## config.mk

```make
export PLATFORM = sky130hd
export DESIGN_NAME = wddl_dr_decoder
export DESIGN_NICKNAME = d
export VERILOG_FILES = /design/src/rtl/wddl_dr_decoder.sv
export SDC_FILE = /design/constraint.sdc
export NUM_CORES = 1
export LEC_CHECK = 0
export ABC_CLOCK_PERIOD_IN_PS = 3700
export CAP_MARGIN = 0
export CORE_MARGIN = 2
export CORE_UTILIZATION = 45
export DETAILED_ROUTE_END_ITERATION = 8
export PLACE_DENSITY = 0.79
export SETUP_SLACK_MARGIN = 0.5
export SLEW_MARGIN = 20
export SYNTH_ARGS = -nofsm -noshare
export SYNTH_HDL_FRONTEND = slang
export SYNTH_SLANG_ARGS = --single-unit
```

## constraint.sdc

```tcl
create_clock -name clk_in -period 3.7 [get_ports clk_in]
set_clock_uncertainty 0.1 [all_clocks]
set_input_delay 0.555 -clock clk_in [delete_from_list [all_inputs] [get_ports clk_in]]
set_output_delay 0.555 -clock clk_in [all_outputs]
set_load 0.01 [all_outputs]
```

## src/rtl/wddl_dr_decoder.sv

```systemverilog
`default_nettype none
// +----------------------------------------------------------------------------+
// | Module     : wddl_dr_decoder                                               |
// | Description: Receive endpoint of a WDDL dual-rail datapath. Samples the    |
// |              precharge/evaluate word, detects completion and rail faults,  |
// |              and hands the decoded single-rail word out via valid/ready.   |
// | Revision   : 1.0 - initial release                                         |
// +----------------------------------------------------------------------------+
module wddl_dr_decoder #(
  parameter int WIDTH     = 8,
  parameter int ERR_CNT_W = 8
) (
  input  logic                 clk_in,
  input  logic                 rst_in,
  input  logic [WIDTH-1:0]     d_p_in,
  input  logic [WIDTH-1:0]     d_n_in,
  output logic [WIDTH-1:0]     d_out,
  output logic                 d_valid_out,
  input  logic                 d_ready_in,
  output logic                 err_out,
  output logic [ERR_CNT_W-1:0] err_cnt_out,
  output logic                 busy_out
);

  localparam logic [2:0] ST_WAIT_SP = 3'd0;
  localparam logic [2:0] ST_SPACER  = 3'd1;
  localparam logic [2:0] ST_EVAL    = 3'd2;
  localparam logic [2:0] ST_OUT     = 3'd3;
  localparam logic [2:0] ST_DRAIN   = 3'd4;

  // Sample (r) and previous-sample (q) stages; the rails never reach logic unregistered
  logic [WIDTH-1:0] r_p_q, r_n_q, q_p_q, q_n_q;

  logic [2:0]           state_q, state_d;
  logic [WIDTH-1:0]     dout_q, dout_d;
  logic                 valid_q, valid_d;
  logic                 err_q, err_d;
  logic [ERR_CNT_W-1:0] cnt_q, cnt_d;

  logic w_all_sp, w_complete, w_fault, w_stable, w_hs;

  // Word-level classification of the sampled dual-rail word
  assign w_all_sp   = ~|(r_p_q | r_n_q);
  assign w_complete = &(r_p_q ^ r_n_q);
  assign w_fault    = |(r_p_q & r_n_q);
  assign w_stable   = (r_p_q == q_p_q) && (r_n_q == q_n_q);
  assign w_hs       = valid_q && d_ready_in;

  // Two-deep input pipeline used for completion and stability detection
  always_ff @(posedge clk_in or posedge rst_in) begin
    if (rst_in) begin
      r_p_q <= '0;
      r_n_q <= '0;
      q_p_q <= '0;
      q_n_q <= '0;
    end else begin
      r_p_q <= d_p_in;
      r_n_q <= d_n_in;
      q_p_q <= r_p_q;
      q_n_q <= r_n_q;
    end
  end

  // State register
  always_ff @(posedge clk_in or posedge rst_in) begin
    if (rst_in) state_q <= ST_WAIT_SP;
    else        state_q <= state_d;
  end

  // Next-state logic; only a full spacer re-arms the decoder
  always_comb begin
    state_d = state_q;
    case (state_q)
      ST_WAIT_SP: if (w_all_sp) state_d = ST_SPACER;
      ST_SPACER: begin
        if (w_fault)       state_d = ST_WAIT_SP;
        else if (!w_all_sp) state_d = ST_EVAL;
      end
      ST_EVAL: begin
        if (w_fault)                     state_d = ST_WAIT_SP;
        else if (w_all_sp)               state_d = ST_SPACER;
        else if (w_complete && w_stable) state_d = ST_OUT;
      end
      ST_OUT: if (w_hs) state_d = w_all_sp ? ST_SPACER : ST_DRAIN;
      ST_DRAIN: if (!w_fault && w_all_sp) state_d = ST_SPACER;
      default: state_d = ST_WAIT_SP;
    endcase
  end

  // Output/datapath next values: capture, handshake, fault pulse and counter
  always_comb begin
    dout_d  = dout_q;
    valid_d = valid_q;
    err_d   = 1'b0;
    case (state_q)
      ST_SPACER: err_d = w_fault;
      ST_EVAL: begin
        if (w_fault) begin
          err_d = 1'b1;
        end else if (!w_all_sp && w_complete && w_stable) begin
          dout_d  = r_p_q;
          valid_d = 1'b1;
        end
      end
      ST_OUT: begin
        err_d = w_fault;
        if (w_hs) valid_d = 1'b0;
      end
      ST_DRAIN: err_d = w_fault;
      default: err_d = 1'b0;
    endcase
    cnt_d = (err_d && !(&cnt_q)) ? cnt_q + ERR_CNT_W'(1) : cnt_q;
  end

  // Output registers; reset drops a pending word immediately
  always_ff @(posedge clk_in or posedge rst_in) begin
    if (rst_in) begin
      dout_q  <= '0;
      valid_q <= 1'b0;
      err_q   <= 1'b0;
      cnt_q   <= '0;
    end else begin
      dout_q  <= dout_d;
      valid_q <= valid_d;
      err_q   <= err_d;
      cnt_q   <= cnt_d;
    end
  end

  assign d_out       = dout_q;
  assign d_valid_out = valid_q;
  assign err_out     = err_q;
  assign err_cnt_out = cnt_q;
  assign busy_out    = (state_q != ST_SPACER);

endmodule
`default_nettype wire

```

# Word level (Yosys, flattened, before mapping)
# Index checks and enable logic that the tools add are counted.
[word_totals]
reg_bits = 53
input_bits = 19
[classes]
add_sub_neg = 1
eq_ne = 14
n_mux = 16
bitwise = 4
n_reduce_logical = 20
[op_table]
columns = ["op", "n"]
rows = [
  ["3-bit 2-to-1 mux", 9],
  ["8-bit == test", 2],
  ["8-bit AND reduction", 2],
  ["8-bit OR reduction", 2],
  ["3-bit one-hot mux with 5 select lines", 1],
  ["2-bit inequality test (second input constant)", 5],
  ["8-bit by 1-bit adder with 8-bit output (second input constant)", 1],
  ["8-bit AND", 1],
  ["8-bit bitwise OR", 1],
  ["8-bit bitwise XOR", 1],
  ["1-bit logical AND", 7],
  ["3-bit by 2-bit == test with 1-bit output (second input constant)", 2],
  ["5-bit AND reduction", 1],
  ["1-bit 2-to-1 mux", 4],
  ["4-bit inequality test (second input constant)", 1],
  ["1-bit one-hot mux with 2 select lines", 2],
  ["4-bit AND reduction", 1],
  ["3-bit by 1-bit == test with 1-bit output (second input constant)", 1],
  ["3-bit == test (second input constant)", 1],
  ["1-bit logical NOT", 3],
  ["3-bit logical NOT", 1],
  ["3-bit by 1-bit inequality test with 1-bit output (second input constant)", 1],
  ["3-bit inequality test (second input constant)", 1],
  ["3-bit AND reduction", 1],
  ["other kinds (3)", 3],
]

# Logic depth before layout (Yosys ltp)
# Gate-level depths: netlist (run 1).
[logic_depth]
word_depth = 7
depth_mapped = 7
mapped_depth_nobuf = 7

# Least setup slack after synthesis (run 1)
# Ideal clock, no wire load.
[synth_path]
path_type = "reg2reg"
from = "register r_p_q[1]"
to = "register dout_q[0] (netlist: d_out[0])"
setup_ns = 0.125
arrival_time_ns = 2.286
required_ns = 3.475
path_slack_ns = 1.189
stages_incl_launch_ff = 7
synth_period_minus_slack_ns = 2.511
path_cell_list = "dfrtp_1 ha_1 nor4_1 nand2_1 or4_4 nor3_4 mux2_2"
[synth_via]
elab_chain_len = 5
[synth_lines]
columns = ["item", "line_no", "source"]
rows = [
  ["start: declaration", "32", "logic [WIDTH-1:0] r_p_q, r_n_q, q_p_q, q_n_q;"],
  ["start signal: assignment", "57", "r_p_q <= d_p_in;"],
  ["8-bit bitwise OR / 8-bit bitwise XOR (equally long branches)", "43, 44", ""],
  ["8-bit OR reduction / 8-bit AND reduction (equally long branches)", "43, 44", ""],
  ["1-bit logical AND (2 in series)", "100", "end else if (!w_all_sp && w_complete && w_stable) begin"],
  ["3-bit AND reduction (no line) *", "--", ""],
  ["end signal: assignment", "123", "dout_q <= dout_d;"],
  ["end: declaration", "35", "logic [WIDTH-1:0] dout_q, dout_d;"],
]
# Every way passes the cells marked *; elsewhere a longest branch is shown, timed or not.
# A chain may end at the register's enable or synchronous reset.

# Final worst setup path (run 1)
[layout_path]
from = "register r_p_q[0]"
to = "register dout_q[2] (netlist: d_out[2])"
# The elaborated chain is that of the path after synthesis.

==> flow_summary.yaml, run 1 <==
status:
  status: "finished, final reports clean"
route:
  via_per_inst: 4.69
  final_antenna_net_count: 0
  vias: 1333
  drt_first_pass_iters: 4
  routed_wl_um: 3640
  post_drt_wl_per_cell_um: 12.8
  drc: 0
  drtIter0Drc: 88
clock_tree:
  clk_latency_ns: 0.30
  post-cts-setup-buffers: 0
  ctsResizeCount: 0
  clkTransAtPathRegs_ns: 0.09
  cts.sinks: 53
  hold_buffers: 0
  numCtsBuffers: 5
  htree_levels: 2
  tritoncts: "yes"
  cts_buffer_depth: 2
  root_buffer: "clkbuf_8"
die:
  ios: 38
  core_region_area_um2: 4750
  die_area_um2: 5550
  die_h_um: 74.5
  die_x_um: 74.5
  num_rows: 25
  start_util_pct: 47.0
setup_path:
  endpoint: "d_out[2]$_DFFE_PP0P_"
  slowest_stage: "or4_4"
  cp-end-kind: "flip-flop"
  reg2reg_from: "r_p_q[0]$_DFF_PP0_"
  slowest_delay_ns: 0.58
  critPathArrivalTime_ns: 2.91
  cp_max_fo: 9
  critical_path_class: "reg -> reg"
  ff2ff_path_depth: 6
  cp_top_family: "simple AND/OR/NAND/NOR gates"
  startpoint: "r_p_q[0]$_DFF_PP0_"
  start_kind: "flip-flop"
  path_cells: "ha_1 > nor4_1 > nand2_1 > or4_4 > nor3_4 > mux2_2"
  worst_ep_required_time_ns: 3.79
  ff2ff_setup_slack_ns: 0.88
  timing.rr.end: "d_out[2]$_DFFE_PP0P_"
  crit_cells: 6
  cp_num_buf_inv: 0
synth:
  syn_nets: 209
  yosysUniqueCellTypes: 29
  async_flop_share_pct: 100
  synth_top_flop_cell: "dfrtp_1"
  synthesis.area_um2: 2240
  syn_inst: 173
  synth-warning-count: 0
  synth_edf_count: 0
  ys_ff_latch: 53
  syn_area_per_cell_um2: 12.9
  ys_seq_area_share_pct: 59.3
grt:
  grt_pass1_vias: 1370
  grt_pass1_wl_um: 6250
  antenna_found_initial: 0
  grt_max_degree: 54
  overflow: 0
  grtUsageTotal_pct: 15.1
sta:
  tightest_slew_ns: 0.875
  hold_viol: 0
  rsz0062_at_grt: "no"
  slew_violations: 0
  fin_crit_ns: 2.82
  post-route-period-util_pct: 76.3
  fmax_ghz: 0.354
  relSlewSlack_pct: 41.6
  fin_tns_setup_ns: 0
  setup_viol: 0
pwr:
  comb_power_share_pct: 18.7
  ir_worst_vdd_uv: 296
  pwr-share-clk_pct: 29.3
  sequentialPowerShare_pct: 52.0
  p_switching_uw: 345
  power.internal_mw: 1.01
  p_leak_nw: 1.27
  power.share.switching_pct: 25.4
  powerDensity_nw_per_um2: 483
cells_and_area:
  fill_cells: 407
  layout.cells.most_common_list: "dfrtp_1, clkdlybuf4s50_1, inv_1, ha_1, xor2_1"
  stdcell_count: 284
  final_nets: 252
  antenna_cells: 0
  area_growth_pct: 25.6
  final_common_cell: "dfrtp_1"
  seqCellArea_um2: 1330
  multiInputGateArea_um2: 835
  drive_above_1_share_pct: 10.6
place:
  dp_hpwl_um: 2680
  place_congestion: 0.796
  placed_cells: 276
  portBuffers: 37
worst_hold_path:
  hp-class: "reg -> reg"
flow_run:
  max-cap-violations: 0
-- logic make-up after synthesis --
family	synth area share, %
AO/OA/AOI/OAI	3.25
adder cells (fa/ha/maj)	9.96
multiplexers	4.53
buffers and inverters	3.36
flip-flops	59.3
XOR/XNOR	9.40
AND/OR/NAND/NOR	10.2
-- worst register-to-register path: stages, from the launching register on --
cell	delay, ns
dfrtp_1	0.45
ha_1	0.23
nor4_1	0.28
nand2_1	0.22
or4_4	0.58
nor3_4	0.47
mux2_2	0.40
-- cell usage after synthesis (all sizes together) (2+ instances only) --
| cell type | instances | area share (%) |
|---|---|---|
| nor4 | 5 | 1.4 |
| and3 | 2 | 0.56 |
| xor2 | 15 | 5.9 |
| mux2 | 9 | 4.5 |
| nor2 | 6 | 1.0 |
| nand2 | 8 | 1.3 |
| dfrtp | 53 | 59 |
| xnor2 | 9 | 3.5 |
| inv | 19 | 3.2 |
| ha | 17 | 9.5 |
| nand4 | 9 | 2.5 |
| nand2b | 2 | 0.56 |
| nand3 | 3 | 0.67 |
-- power by group through the flow --
stage / logic, mW / clock network, mW / registers (mW)
after CTS: 0.258 / 0.409 / 0.707
after global placement: 0.250 / 0 / 0.716
after detailed placement: 0.257 / 0 / 0.718
after global routing: 0.283 / 0.432 / 0.718
final: 0.253 / 0.398 / 0.706
after floorplan: 0.112 / 0 / 0.725
-- worst min path at each step --
stage / to / startpoint / depth (start not counted) / slack [ns]
5_1_grt: q_n_q[0]$_DFF_PP0_ / r_n_q[0]$_DFF_PP0_ / 0 / 0.37
3_3_place_gp: q_n_q[0]$_DFF_PP0_ / r_n_q[0]$_DFF_PP0_ / 0 / 0.33
3_5_place_dp: q_n_q[0]$_DFF_PP0_ / r_n_q[0]$_DFF_PP0_ / 0 / 0.33
4_1_cts: q_n_q[0]$_DFF_PP0_ / r_n_q[0]$_DFF_PP0_ / 0 / 0.35
2_1_floorplan: q_n_q[0]$_DFF_PP0_ / r_n_q[0]$_DFF_PP0_ / 0 / 0.31
6_report: q_n_q[0]$_DFF_PP0_ / r_n_q[0]$_DFF_PP0_ / 0 / 0.35
-- through the flow --
step	power (mW)	util, %	hold WS, ns	area, um^2	setup slack, ns
global route	1.43	59.1	0.366	2810	0.660
global placement	0.966	56.5	0.328	2690	0.918
floorplan	0.837	-	0.314	2240	1.19
CTS	1.37	59.0	0.348	2810	0.859
detailed placement	0.975	56.5	0.328	2690	0.879
finish	1.36	59.1	0.346	2810	0.878
-- registers in the layout, summed over array words and instances (netlist names) --
name	cells
d_out	8
err_cnt_out	8
q_n_q	8
q_p_q	8
r_n_q	8
r_p_q	8
state_q	3
d_valid_out	1
err_out	1
-- layer usage --
layer / up-vias / track usage, % / share of wire (%)
met3: 2 / 4.07 / 4.0
li1: 667 / - / -
met2: 28 / 22.6 / 47
met4: 0 / 6.55 / 1.1
met5: - / 0 / 0
met1: 636 / 20.7 / 48
-- area by class of cell --
class	instances	share of cell area [%]
clock buffers	6	2.94
clock inverters	2	1.34
inverters	19	2.58
multi-input cells	100	29.7
flip-flops and latches	53	47.2
well taps	67	2.99
repair buffers	37	13.2
Note: power is estimated with default switching activity, not from simulation.
==> inputs of run 2 (changes only) <==
ABC_CLOCK_PERIOD_IN_PS = 2650   (was 3700)
clock period = 2.65 ns   (was 3.7 ns; I/O delays follow)
==> run 2 against run 1 <==
Critical endpoint is now d_out[3]$_DFFE_PP0P_. Critical path type unchanged. Largest cell class unchanged. Utilization up 2.2 points. Worst setup slack worse by 0.54 ns. Sequential share of layout area down 1.6 points. Via count up 5.7%.
==> flow_summary.yaml, run 2 (synthesis results as in run 1) <==
route:
  vias: 1409
  via_per_inst: 4.73
  final_antenna_net_count: 0
  routed_wl_um: 3710
  post_drt_wl_per_cell_um: 12.5
  drtIter0Drc: 40
  drc: 0
  drt_first_pass_iters: 4
grt:
  grt_util_met3_pct: 4.74
  grt_max_degree: 25
  use_met1_pct: 18.8
  antenna_found_initial: 0
  busiest_layer: "met2"
  grt_pass1_wl_um: 6190
  met2_usage_pct: 25.2
  grt_pass1_vias: 1389
  overflow: 0
  grtUsageTotal_pct: 15.1
pwr:
  powerDensity_nw_per_um2: 615
  sequentialPowerShare_pct: 54.9
  power.share.switching_pct: 25.9
  pwr-share-clk_pct: 24.5
  p_switching_uw: 464
  p_leak_nw: 1.33
  ir_worst_vdd_uv: 367
  power.internal_mw: 1.33
  comb_power_share_pct: 20.7
  p_total_mw: 1.79
worst_hold_path:
  hp-class: "in -> async"
cells_and_area:
  final_nets: 267
  drive_above_1_share_pct: 18.6
  antenna_cells: 0
  fill_cells: 398
  layout.cells.most_common_list: "dfrtp_1, clkdlybuf4s50_1, inv_1, xor2_1, buf_4"
  area_growth_pct: 30.2
  final_common_cell: "dfrtp_1"
sta:
  relSlewSlack_pct: 68.5
  fin_crit_ns: 2.31
  setup_viol: 0
  fin_tns_setup_ns: 0
  tightest_slew_ns: 0.473
  post-route-period-util_pct: 87.1
  rsz0062_at_grt: "yes"
  fmax_ghz: 0.433
  slew_violations: 0
  hold_viol: 0
die:
  die_x_um: 74.5
  start_util_pct: 47.0
  die_h_um: 74.5
  ios: 38
  die_area_um2: 5550
  core_region_area_um2: 4750
  num_rows: 25
status:
  status: "finished, final reports clean"
clock_tree:
  cts.sinks: 53
  cts_buffer_depth: 2
  clk_latency_ns: 0.30
  root_buffer: "clkbuf_8"
  hold_buffers: 0
  numCtsBuffers: 5
  clkTransAtPathRegs_ns: 0.08
  htree_levels: 2
  tritoncts: "yes"
place:
  dp_hpwl_um: 2850
  place_congestion: 0.769
  portBuffers: 37
flow_run:
  max-cap-violations: 0
setup_path:
  start_kind: "flip-flop"
  cp_max_fo: 5
  cp-end-kind: "flip-flop"
  path_cells: "ha_2 > nor4_2 > nand2_1 > or4_4 > nor3_4 > buf_4 > mux2_2"
  slowest_delay_ns: 0.45
  slowest_stage: "or4_4"
  worst_ep_required_time_ns: 2.73
  critPathArrivalTime_ns: 2.39
  ff2ff_setup_slack_ns: 0.34
  critical_path_class: "reg -> reg"
[run 2: cell count changes in the layout (fill, tap and decap cells not counted), moves of 2 or more]
cell,delta
dfrtp_2,+2
ha_2,+4
ha_1,-4
dfrtp_1,-2
buf_4,+15
[run 2: power groups by stage]
stage / sequential, mW / clock, mW / combinational (mW)
after floorplan: 1.01 / 0 / 0.156
after global placement: 0.997 / 0 / 0.354
after detailed placement: 1.00 / 0 / 0.364
after CTS: 0.982 / 0.451 / 0.377
after global routing: 0.995 / 0.479 / 0.410
final: 0.982 / 0.438 / 0.370
[run 2: worst max-delay path: cells and delay by family (launching register included)]
kind	cells	cell delay [ns]
mux	1	0.33
buf+inv	1	0.17
fa+ha+maj	1	0.19
simple gates	4	0.98
flops	1	0.43
[run 2: layout make-up]
type,instances,area (um^2),share of cell area [%]
tap,67,83.8,2.88
multi-input combinational,100,855,29.4
sequential,53,1330,45.7
timing repair buffer,52,485,16.7
clock buffer,7,86.3,2.97
inverter,19,71.3,2.45
[run 2: per-stage QoR]
stage	worst slack, ns	instance area [um^2]	hold slack (ns)	utilization (%)	cells
finish	0.341	2910	0.327	61.2	298
global route	0.221	2910	0.365	61.2	298
CTS	0.279	2890	0.340	60.8	296
detailed placement	0.195	2740	0.345	57.6	281
global placement	0.213	2740	0.331	57.6	281
floorplan	0.318	2250	0.314	-	173
[run 2: repair_timing]
item,CTS,global route
setup buffers,8,2
pin swaps,1,1
resized for setup,3,1
setup endpoints to repair,10,10
[run 2: metal layers]
| layer | share of wire, % | vias up |
|---|---|---|
| li1 | - | 696 |
| met1 | 44 | 680 |
| met2 | 50 | 26 |
| met3 | 4.3 | 7 |
| met4 | 1.4 | 0 |
| met5 | 0 | - |
[run 2: worst paths after layout]
kind,startpoint,to,depth (start not counted)
setup / recovery,r_p_q[1]$_DFF_PP0_,d_out[3]$_DFFE_PP0P_,7
hold / removal,rst_in,r_n_q[0]$_DFF_PP0_,2
setup reg to reg,r_p_q[1]$_DFF_PP0_,d_out[3]$_DFFE_PP0P_,7
hold reg to reg,r_n_q[7]$_DFF_PP0_,q_n_q[7]$_DFF_PP0_,0
max in group asynchronous,rst_in,r_n_q[1]$_DFF_PP0_,3
min in group clk_in,r_n_q[7]$_DFF_PP0_,q_n_q[7]$_DFF_PP0_,0
==> inputs of run 3 (changes only) <==
ABC_CLOCK_PERIOD_IN_PS = 2700   (was 2650)
CTS_BUF_LIST = sky130_fd_sc_hd__clkbuf_4 sky130_fd_sc_hd__clkbuf_8 sky130_fd_sc_hd__clkbuf_16   (was not set)
PLACE_DENSITY = 0.69   (was 0.79)
clock period = 2.7 ns   (was 2.65 ns; I/O delays follow)
==> run 3 against run 2 <==
First-iteration DRC count rose by 90%. Worst setup slack better by 0.0017 ns. Sequential power is 1% lower. Global-route usage is 2.2 points higher. Clock power down 2%. Design area up 3.1%. Die area unchanged.
==> flow_summary.yaml, run 3 (synthesis results as in run 1) <==
route:
  drtIter0Drc: 76
  post_drt_wl_per_cell_um: 14.3
  drc: 0
  drt_first_pass_iters: 4
  vias: 1461
  via_per_inst: 4.84
  routed_wl_um: 4320
  final_antenna_net_count: 0
grt:
  antenna_found_initial: 0
  grtUsageTotal_pct: 17.2
  grt_max_degree: 33
  overflow: 0
  grt_pass1_wl_um: 7070
  grt_pass1_vias: 1456
setup_path:
  start_kind: "flip-flop"
  worst_ep_required_time_ns: 2.79
  cp_max_fo: 6
  critPathArrivalTime_ns: 2.45
  critical_path_class: "reg -> reg"
  cp-end-kind: "flip-flop"
clock_tree:
  tritoncts: "yes"
  clkTransAtPathRegs_ns: 0.09
  root_buffer: "clkbuf_8"
  cts.sinks: 53
  htree_levels: 2
  cts_buffer_depth: 2
  clk_latency_ns: 0.30
  numCtsBuffers: 5
place:
  place_congestion: 0.815
  dp_hpwl_um: 3080
  portBuffers: 37
  placed_area_um2: 2740
  dp_slack_ns: 0.328
  placed_cells: 280
worst_hold_path:
  hp-class: "reg -> reg"
die:
  die_x_um: 74.5
  start_util_pct: 47.0
  num_rows: 25
  die_h_um: 74.5
  core_region_area_um2: 4750
  die_area_um2: 5550
  ios: 38
sta:
  fin_tns_setup_ns: 0
  hold_ws_ns: 0.333
  post-route-period-util_pct: 87.3
  tightest_slew_ns: 0.481
  setup_slack_ns: 0.343
  rsz0062_at_grt: "yes"
  fin_crit_ns: 2.36
  slew_violations: 0
  fmax_ghz: 0.424
  setup_viol: 0
  relSlewSlack_pct: 67.9
  hold_viol: 0
pwr:
  powerDensity_nw_per_um2: 594
  p_leak_nw: 1.35
  p_total_mw: 1.78
  ir_worst_vdd_uv: 329
status:
  status: "finished, final reports clean"
cells_and_area:
  layout.cells.most_common_list: "dfrtp_1, clkdlybuf4s50_1, inv_1, xor2_1, buf_4"
  antenna_cells: 0
  final_common_cell: "dfrtp_1"
  drive_above_1_share_pct: 23.4
  design_area_um2: 3000
  fill_cells: 380
  stdcell_count: 302
  post-route-util_pct: 63.1
  final_nets: 270
  area_growth_pct: 34.2
flow_run:
  max-cap-violations: 0
==> run 3: cell types whose count changed in the layout (fill, tap and decap cells not counted), moves of 2 or more <==
cell | previous run | this run
dfrtp_1 | 51 | 46
dfrtp_2 | 2 | 7
mux2_2 | 8 | 4
mux2_4 | 1 | 5
buf_6 | 0 | 2
clkinv_2 | 0 | 2
==> run 3: per-layer routing <==
| layer | track usage (%) | part of all wire, % | vias up |
|---|---|---|---|
| met5 | 0 | 0 | - |
| met4 | 6.55 | 1.1 | 0 |
| met3 | 4.61 | 3.7 | 6 |
| met2 | 26.3 | 49 | 34 |
| met1 | 23.8 | 46 | 720 |
| li1 | - | - | 701 |
==> run 3: worst max-delay path: stages (launching register included) <==
cell and delay (ns):
dfrtp_1 0.43, ha_2 0.21, nor4_4 0.26, nand2_1 0.12, or4_4 0.45, nor3_4 0.16, buf_6 0.17, mux2_2 0.33
==> run 3: cell type report <==
type                       count  area (um^2)  share of cell area (%)
clock buffer                   6         76.3                    2.54
clock inverter                 2         10.0                   0.333
inverter                      19         71.3                    2.38
multi-input combinational    100          897                    29.9
sequential                    53         1340                    44.5
tap                           67         83.8                    2.79
timing repair buffer          55          528                    17.6
==> run 3: report_power, final <==
| group | switching [mW] | internal (mW) | leakage [nW] |
|---|---|---|---|
| sequential | 0.0909 | 0.878 | 0.635 |
| clock | 0.240 | 0.190 | 0.0484 |
| combinational | 0.155 | 0.228 | 0.670 |
| total | 0.486 | 1.30 | 1.35 |
==> run 3: worst paths after layout <==
kind	startpoint	endpoint	slack, ns	cells after the start
worst min-delay path	r_p_q[1]$_DFF_PP0_	q_p_q[1]$_DFF_PP0_	0.33	0
worst min register to register	r_p_q[1]$_DFF_PP0_	q_p_q[1]$_DFF_PP0_	0.33	0
worst max-delay path	r_n_q[4]$_DFF_PP0_	d_out[2]$_DFFE_PP0P_	0.34	7
max in group asynchronous	rst_in	r_p_q[3]$_DFF_PP0_	1.63	3
worst max register to register	r_n_q[4]$_DFF_PP0_	d_out[2]$_DFFE_PP0P_	0.34	7
min in group asynchronous	rst_in	err_cnt_out[1]$_DFFE_PP0P_	0.34	2
==> run 3: repair_timing <==
item	4_1_cts	5_1_grt
buffers inserted	7	7
endpoints found under the setup margin	9	10
endpoints found under the hold margin	0	0
hold buffers	0	0
gates resized for setup	5	14
